<file path="src/rtl/debounce_pkg.sv">
// Shared types and constants for the switch debouncer.
package debounce_pkg;

  localparam int unsigned GLITCH_W = 8;

  typedef enum logic [1:0] {
    ZERO  = 2'd0,
    WAIT1 = 2'd1,
    ONE   = 2'd2,
    WAIT0 = 2'd3
  } db_state_e;

  // Saturating increment for the rejected-transition counter.
  function automatic logic [GLITCH_W-1:0] sat_inc(input logic [GLITCH_W-1:0] v);
    return (v == '1) ? v : v + GLITCH_W'(1);
  endfunction

endpackage

</file>
<file path="src/rtl/sync_2ff.sv">
// Two-flop synchronizer for a single asynchronous level.
module sync_2ff (
  input  logic clk,
  input  logic rst_n,
  input  logic d,
  output logic q
);

  logic meta_q;

  always_ff @(posedge clk or negedge rst_n) begin
    if (!rst_n) begin
      meta_q <= 1'b0;
      q      <= 1'b0;
    end else begin
      meta_q <= d;
      q      <= meta_q;
    end
  end

endmodule

</file>
<file path="src/rtl/switch_debouncer.sv">
// Switch debouncer: qualifies level changes over STABLE_CNT sample strobes.
// Define DEBOUNCE_SYNC_EN to insert a two-flop synchronizer on sw_raw.
module switch_debouncer
  import debounce_pkg::*;
#(
  parameter int unsigned STABLE_CNT = 20,
  parameter int unsigned CNT_W      = 5
) (
  input  logic                clk,
  input  logic                reset,
  input  logic                sample_en,
  input  logic                sw_raw,
  output logic                db_level,
  output logic                busy,
  output logic [GLITCH_W-1:0] glitch_cnt
);

  localparam logic [CNT_W-1:0] LAST = CNT_W'(STABLE_CNT - 1);

  logic                sw_in;
  db_state_e           state_q, state_d;
  logic [CNT_W-1:0]    cnt_q, cnt_d;
  logic [GLITCH_W-1:0] glitch_d;
  logic                db_d, busy_d;

`ifdef DEBOUNCE_SYNC_EN
  sync_2ff u_sync (
    .clk   (clk),
    .rst_n (reset),
    .d     (sw_raw),
    .q     (sw_in)
  );
`else
  assign sw_in = sw_raw;
`endif

  // State, counter and registered outputs.
  always_ff @(posedge clk or negedge reset) begin
    if (!reset) begin
      state_q    <= ZERO;
      cnt_q      <= '0;
      glitch_cnt <= '0;
      db_level   <= 1'b0;
      busy       <= 1'b0;
    end else begin
      state_q    <= state_d;
      cnt_q      <= cnt_d;
      glitch_cnt <= glitch_d;
      db_level   <= db_d;
      busy       <= busy_d;
    end
  end

  // Next state; a revert always wins over a coincident sample strobe.
  always_comb begin
    state_d  = state_q;
    cnt_d    = cnt_q;
    glitch_d = glitch_cnt;
    case (state_q)
      ZERO: begin
        if (sw_in) begin
          state_d = WAIT1;
          cnt_d   = '0;
        end
      end
      WAIT1: begin
        if (!sw_in) begin
          state_d  = ZERO;
          glitch_d = sat_inc(glitch_cnt);
        end else if (sample_en) begin
          if (cnt_q == LAST) begin
            state_d = ONE;
            cnt_d   = '0;
          end else begin
            cnt_d = cnt_q + CNT_W'(1);
          end
        end
      end
      ONE: begin
        if (!sw_in) begin
          state_d = WAIT0;
          cnt_d   = '0;
        end
      end
      WAIT0: begin
        if (sw_in) begin
          state_d  = ONE;
          glitch_d = sat_inc(glitch_cnt);
        end else if (sample_en) begin
          if (cnt_q == LAST) begin
            state_d = ZERO;
            cnt_d   = '0;
          end else begin
            cnt_d = cnt_q + CNT_W'(1);
          end
        end
      end
      default: begin
        state_d = ZERO;
        cnt_d   = '0;
      end
    endcase
    db_d   = (state_d == ONE)   || (state_d == WAIT0);
    busy_d = (state_d == WAIT1) || (state_d == WAIT0);
  end

endmodule
</file>
<file path="config.mk">
export PLATFORM = sky130hd
export DESIGN_NAME = switch_debouncer
export DESIGN_NICKNAME = d
export VERILOG_FILES = /design/src/rtl/debounce_pkg.sv /design/src/rtl/sync_2ff.sv /design/src/rtl/switch_debouncer.sv
export SDC_FILE = /design/constraint.sdc
export NUM_CORES = 1
export LEC_CHECK = 0
export ABC_AREA = 1
export ABC_CLOCK_PERIOD_IN_PS = 1400
export BUFFER_PORTS_ARGS = -buffer_cell sky130_fd_sc_hd__clkbuf_2
export CORE_MARGIN = 2
export CORE_UTILIZATION = 40
export DETAILED_ROUTE_END_ITERATION = 8
export HOLD_SLACK_MARGIN = 0.02
export SYNTH_ARGS = -nofsm -noshare
export SYNTH_HDL_FRONTEND = slang
export SYNTH_HIERARCHICAL = 1
export SYNTH_SLANG_ARGS = --single-unit
</file>
<file path="constraint.sdc">
create_clock -name clk -period 1.4 [get_ports clk]
set_input_delay 0.28 -clock clk [delete_from_list [all_inputs] [get_ports clk]]
set_output_delay 0.28 -clock clk [all_outputs]
set_load 0.01 [all_outputs]
</file>
### Word level (Yosys, flattened, before mapping)

Index checks and enable logic that the tools add are counted.

| word-level totals | value |
|---|---|
| bits in registers | 17 |
| bits in latches | 0 |
| memory bits (writable) | 0 |
| bits in read-only memories | 0 |
| input bits | 4 |
| output and inout bits | 10 |
| logic and storage cells | 47 |
| memories | 0 |

| operators by class | value |
|---|---|
| $add $sub $neg | 2 |
| multiply operators | 0 |
| divide/modulo/power cells | 0 |
| order comparisons | 0 |
| equality and inequality tests | 14 |
| shifts and indexed selects | 0 |
| muxes and demuxes | 20 |
| bitwise logic cells | 0 |
| reductions and logical operators | 6 |

Operators by type and width:

| cell | count |
|---|---|
| two-way mux 5 bit | 6 |
| two-way mux 8 bit | 3 |
| one-hot mux 5 bit (4 select lines) | 1 |
| two-way mux 2 bit | 8 |
| one-hot mux 8 bit (2 select lines) | 1 |
| != test 2 bit (second input constant) | 6 |
| adder 8 x 1 -> 8 bit (second input constant) | 1 |
| == test 2 bit (second input constant) | 4 |
| == test 8 bit (second input constant) | 1 |
| one-hot mux 2 bit (4 select lines) | 1 |
| adder 5 x 1 -> 5 bit (second input constant) | 1 |
| == test 5 bit (second input constant) | 1 |
| == test 2 x 1 -> 1 bit (second input constant) | 2 |
| AND reduction 4 bit | 1 |
| AND reduction 3 bit | 1 |
| zero test 2 bit | 1 |
| logical OR 1 bit | 2 |
| nonzero test 2 bit | 1 |

### Logic depth before layout (Yosys ltp)

| logic depth | value |
|---|---|
| word-level depth | 7 |
| depth in mapped cells | 8 |
| depth with buffers taken out | 8 |

### Worst setup path before layout

No wires, ideal clock.

| path | value |
|---|---|
| kind | register to register |
| from | register glitch_cnt[1] |
| to | register glitch_cnt[4] |
| setup time | 0.116 ns |
| arrival time | 1.169 ns |
| data required time | 1.284 ns |
| slack | 0.114 ns |
| cell stages (with the launch flop) | 9 |
| path buffers | 0 |
| clock period less this slack | 1.286 ns |
| path through | dfrtp_1 -> ha_1 -> inv_1 -> nor2_4 -> nand2_4 -> nand2_8 -> inv_6 -> nand2_1 -> nand2_1 |

| between the ends | value |
|---|---|
| longest elaborated chain between the ends | 4 |
| elaborated cells between the ends (all ways) | 6 |
| classes of those cells | 1 x add/sub; 1 x eq/ne; 4 x mux |

RTL lines:

| what | line | text |
|---|---|---|
| start: declaration | switch_debouncer.sv:15 | `output logic [GLITCH_W-1:0] glitch_cnt` |
| start signal: assignment | switch_debouncer.sv:48 | `glitch_cnt <= glitch_d;` |
| adder 8 x 1 -> 8 bit / == test 8 bit (equally long branches) | debounce_pkg.sv:15 | `return (v == '1) ? v : v + GLITCH_W'(1);` |
| two-way mux 8 bit * | debounce_pkg.sv:15 |  |
| two-way mux 8 bit (on tied branches) | switch_debouncer.sv:86, switch_debouncer.sv:67 |  |
| one-hot mux 8 bit (2 select lines) * | switch_debouncer.sv:59 | `case (state_q)` |

Mark *: on every way between the ends. The rest lies on a longest branch, timed or not. The select of a mux whose other input is x is not followed.
A chain may end at the register's enable or synchronous reset.

### Final worst setup path

| path | value |
|---|---|
| from | register glitch_cnt[0] |
| to | register glitch_cnt[6] |

Same word-level chain as after synthesis.

==> impl_metrics.csv <==
group,metric,value,unit
outcome,outcome,"completed",
pwr,total_power,1.410,mW
clock_network,number_of_buffers_inserted_during_clock_tree_synthesis,3,
setup_path,timing.rr.start,"glitch_cnt[0]",
setup_path,worst_r2r_endpoint,"glitch_cnt[6]",
clock_network,h-tree-depth,1,
setup_path,critical_path_buf_inv_count,2,
placed_design,placement.io_buffers,13,
pwr,clkPwrFrac,21.9,%
yosys,post_synth_num_cell_types,20,
setup_path,crit_path_top_delay_cell,"sky130_fd_sc_hd__dfrtp_1",
setup_path,worst-r2r-cell-count,8,
timing,clock_skew,10.20,ps
placed_design,dp_hpwl,1426,um
pwr,power_leakage,0.5949,nW
yosys,post_synthesis_sequential_area_ratio,41.78,%
setup_path,path_class,"reg -> reg",
setup_path,cp_top_family,"simple AND/OR/NAND/NOR gates",
setup_path,cell_type_with_the_highest_occurrence_count_on_the_critical_path,"sky130_fd_sc_hd__nand2_1",
yosys,synth_warnings,6,
setup_path,cp-end-kind,"register",
worst_hold_path,hold_path.class,"in -> reg",
timing,unrepaired_setup_endpoints_after_global_routing,"no",
finish,finalCoreUtilization,49.58,%
pwr,p_int,0.8972,mW
clock_network,tritoncts,"yes",
detailed_routing,drt_first_iter_violations,9,
timing,relSlewSlack,71.84,%
yosys,cell_count_after_synthesis,127,
placed_design,dpl.cell_count,168,
pwr,power_switching_share,36.38,%
clock_network,clkLatencyLatePin,290,ps
yosys,post_synth.cell_area_avg,7.547,um2
grt,grt_start_max_net_pins,17,
timing,fin_crit_sh,92.15,%
setup_path,crit_path_max_incr_delay,410,ps
worst_hold_path,min_delay_path_depth,3,
timing,setup-violations-final,0,
floorplanning,dieHeight,52.95,um
worst_hold_path,hp-start,"sample_en",
setup_path,worst_setup_path_start_kind,"register",
finish,layout.cells.most_common,"sky130_fd_sc_hd__nand2_1",
timing,tightest_slew,422.4,ps
detailed_routing,wirelength,1817,um
grt,overflow,0,
floorplanning,core_area,2233,um2
detailed_routing,drc_errors,0,
timing,timing_max_transition_violations_final,0,
clock_network,max-clock-path-buffers,2,
finish,antenna_cells,0,
setup_path,worstPathArrival,1470,ps
setup_path,required_time_worst_endpoint,1580,ps
timing,final_critical_path_setup_slack,109.9,ps
timing,period_minus_slack,1290,ps
pwr,power-per-cell-area,1274,nW/um2
detailed_routing,antenna_violating_nets_post_route,0,
finish,finish.net_count,152,
pwr,power.share.sequential,47.1,%
worst_hold_path,hold_end,"db_level",
grt,first_global_vias,721,
detailed_routing,num_vias,819,
pwr,power_frac_comb,31.0,%
floorplanning,std_cell_rows,17,
detailed_routing,drt_first_pass_iters,4,
finish,post_layout_nonfiller_instances,173,
clock_network,clk_transition_reported_paths,100,ps
timing,fin_tns_setup,0,ps
grt,number_of_antenna_violations_at_the_first_check_in_global_routing,0,
placed_design,pre_cts_ws,83.16,ps
placed_design,finalWeightedCongestion,0.7773,
pwr,ir_drop,0.7244,mV
finish,most_used_cells_in_the_layout_excluding_fill_and_tap_cells,"54 x sky130_fd_sc_hd__nand2_1, 16 x sky130_fd_sc_hd__dfrtp_1, 13 x sky130_fd_sc_hd__clkbuf_2",
detailed_routing,drt-vias-per-instance,4.734,
grt,global_route_wire_length_before_repair,3056,um
timing,final.hold.worst_slack,236.9,ps
floorplanning,fp.dieArea,2804,um2
yosys,synth.ff_latch_count,16,
run,max_cap_viol_count,0,
floorplanning,die_w,52.95,um
timing,maxClockFrequency,775.1,MHz
finish,drive_above_1_share,21.38,%
finish,finalInstanceArea,1107,um2
timing,report.final.hold_viol_count,0,
setup_path,cell_by_cell_listing_of_the_critical_path,"ha_2 > inv_1 > nor2_4 > nand2_4 > nand2_8 > inv_6 > nand2_1 > nand2_1",
clock_network,clock_sinks,16,
pwr,switchingPower,0.5131,mW
placed_design,placed_cell_areas,1059,um2
finish,areaGrowthSynthToFinish,15.54,%
yosys,synthesized_nets,133,
setup_path,critical_path_peak_fanout,10,
setup_path,worst-r2r-setup-slack,110,ps
floorplanning,start_util,42.91,%
detailed_routing,drt-wirelength-per-cell,10.50,um
grt,grtUsageTotal,15.35,%
floorplanning,io-pin-count,14,
clock_network,clk_root_buffer_cell,"sky130_fd_sc_hd__clkbuf_4",
yosys,post_synth_instance_area,958.4,um2
==> tightest hold or removal path, delay by kind of cell <==
family        cells  cell delay, ps
simple gates      2             130
buf+inv           1             100
==> sequential cells by signal (all words and copies together) (netlist names) <==
register	flops
state_q	1
busy	1
cnt_q	5
db_level	1
glitch_cnt	8
==> synth_stat cells <==
library cell	count	share of area, %
sky130_fd_sc_hd__xor2_2	1	1.7
sky130_fd_sc_hd__nand3_1	10	5.2
sky130_fd_sc_hd__o21ai_0	2	1.0
sky130_fd_sc_hd__o21ai_1	3	1.6
sky130_fd_sc_hd__nand2_8	1	2.1
sky130_fd_sc_hd__ha_1	2	2.6
sky130_fd_sc_hd__buf_4	1	0.78
sky130_fd_sc_hd__nor2_1	8	3.1
sky130_fd_sc_hd__xnor2_1	2	1.8
sky130_fd_sc_hd__xor2_1	2	1.8
sky130_fd_sc_hd__nand2_4	1	1.2
sky130_fd_sc_hd__nand2_1	54	21
sky130_fd_sc_hd__nor2_4	3	3.5
sky130_fd_sc_hd__inv_6	1	0.91
sky130_fd_sc_hd__nand4_1	2	1.3
sky130_fd_sc_hd__inv_1	11	4.3
sky130_fd_sc_hd__inv_2	3	1.2
sky130_fd_sc_hd__nand2_2	2	1.3
sky130_fd_sc_hd__dfrtp_1	16	42
sky130_fd_sc_hd__nand3b_1	2	1.6
==> cells by family (layout without fill, tap and decap cells) <==
family	Yosys count	after routing	share of synthesized area, %
and+or+nand+nor	83	83	40.47
adders and majority gates	2	2	2.611
AOI/OAI and AO/OA	5	5	2.611
xor gates and xnor gates	5	5	5.354
DFF	16	16	41.78
buffers and inverters	16	34	7.181
==> area by class of cell <==
class,count,area (um2)
Tap cell,28,35.03
Inverter,15,61.31
Multi-Input combinational cell,95,491.7
Sequential cell,16,400.4
Timing Repair Buffer,15,82.58
Fill cell,240,1126
Clock buffer,4,36.28
==> power by group through the flow <==
| stage | combinational, mW | sequential [mW] | clock [mW] |
|---|---|---|---|
| after CTS | 0.442 | 0.663 | 0.323 |
| after global routing | 0.504 | 0.683 | 0.341 |
| after floorplan | 0.249 | 0.690 | 0 |
| after detailed placement | 0.437 | 0.673 | 0 |
| final | 0.437 | 0.664 | 0.309 |
| after global placement | 0.434 | 0.666 | 0 |
==> metal layers <==
| metal | vias up | routed length (um) | global-route usage [%] |
|---|---|---|---|
| met2 | 12 | 920 | 26.67 |
| li1 | 429 | - | - |
| met5 | - | 0 | 0 |
| met3 | 4 | 75 | 3.107 |
| met4 | 0 | 26 | 8.547 |
| met1 | 374 | 794 | 17.38 |
==> worst max path at each step <==
stage | start | slack (ps) | depth (start not counted) | end
2_1_floorplan | glitch_cnt[1] | 110 | 8 | glitch_cnt[4]
6_report | glitch_cnt[0] | 110 | 8 | glitch_cnt[6]
3_5_place_dp | glitch_cnt[0] | 80 | 8 | glitch_cnt[3]
4_1_cts | glitch_cnt[0] | 80 | 8 | glitch_cnt[6]
3_3_place_gp | glitch_cnt[0] | 130 | 8 | glitch_cnt[5]
5_1_grt | glitch_cnt[0] | 5 | 8 | glitch_cnt[7]
==> repair_timing <==
| action | in CTS | in global routing |
|---|---|---|
| gates resized for setup | 0 | 1 |
| setup buffers | 0 | 0 |
| endpoints found under the setup margin | 0 | 6 |
| hold buffers | 1 | 0 |
| endpoints found under the hold margin | 16 | 0 |
No activity file was read; power rests on OpenSTA's default activity.
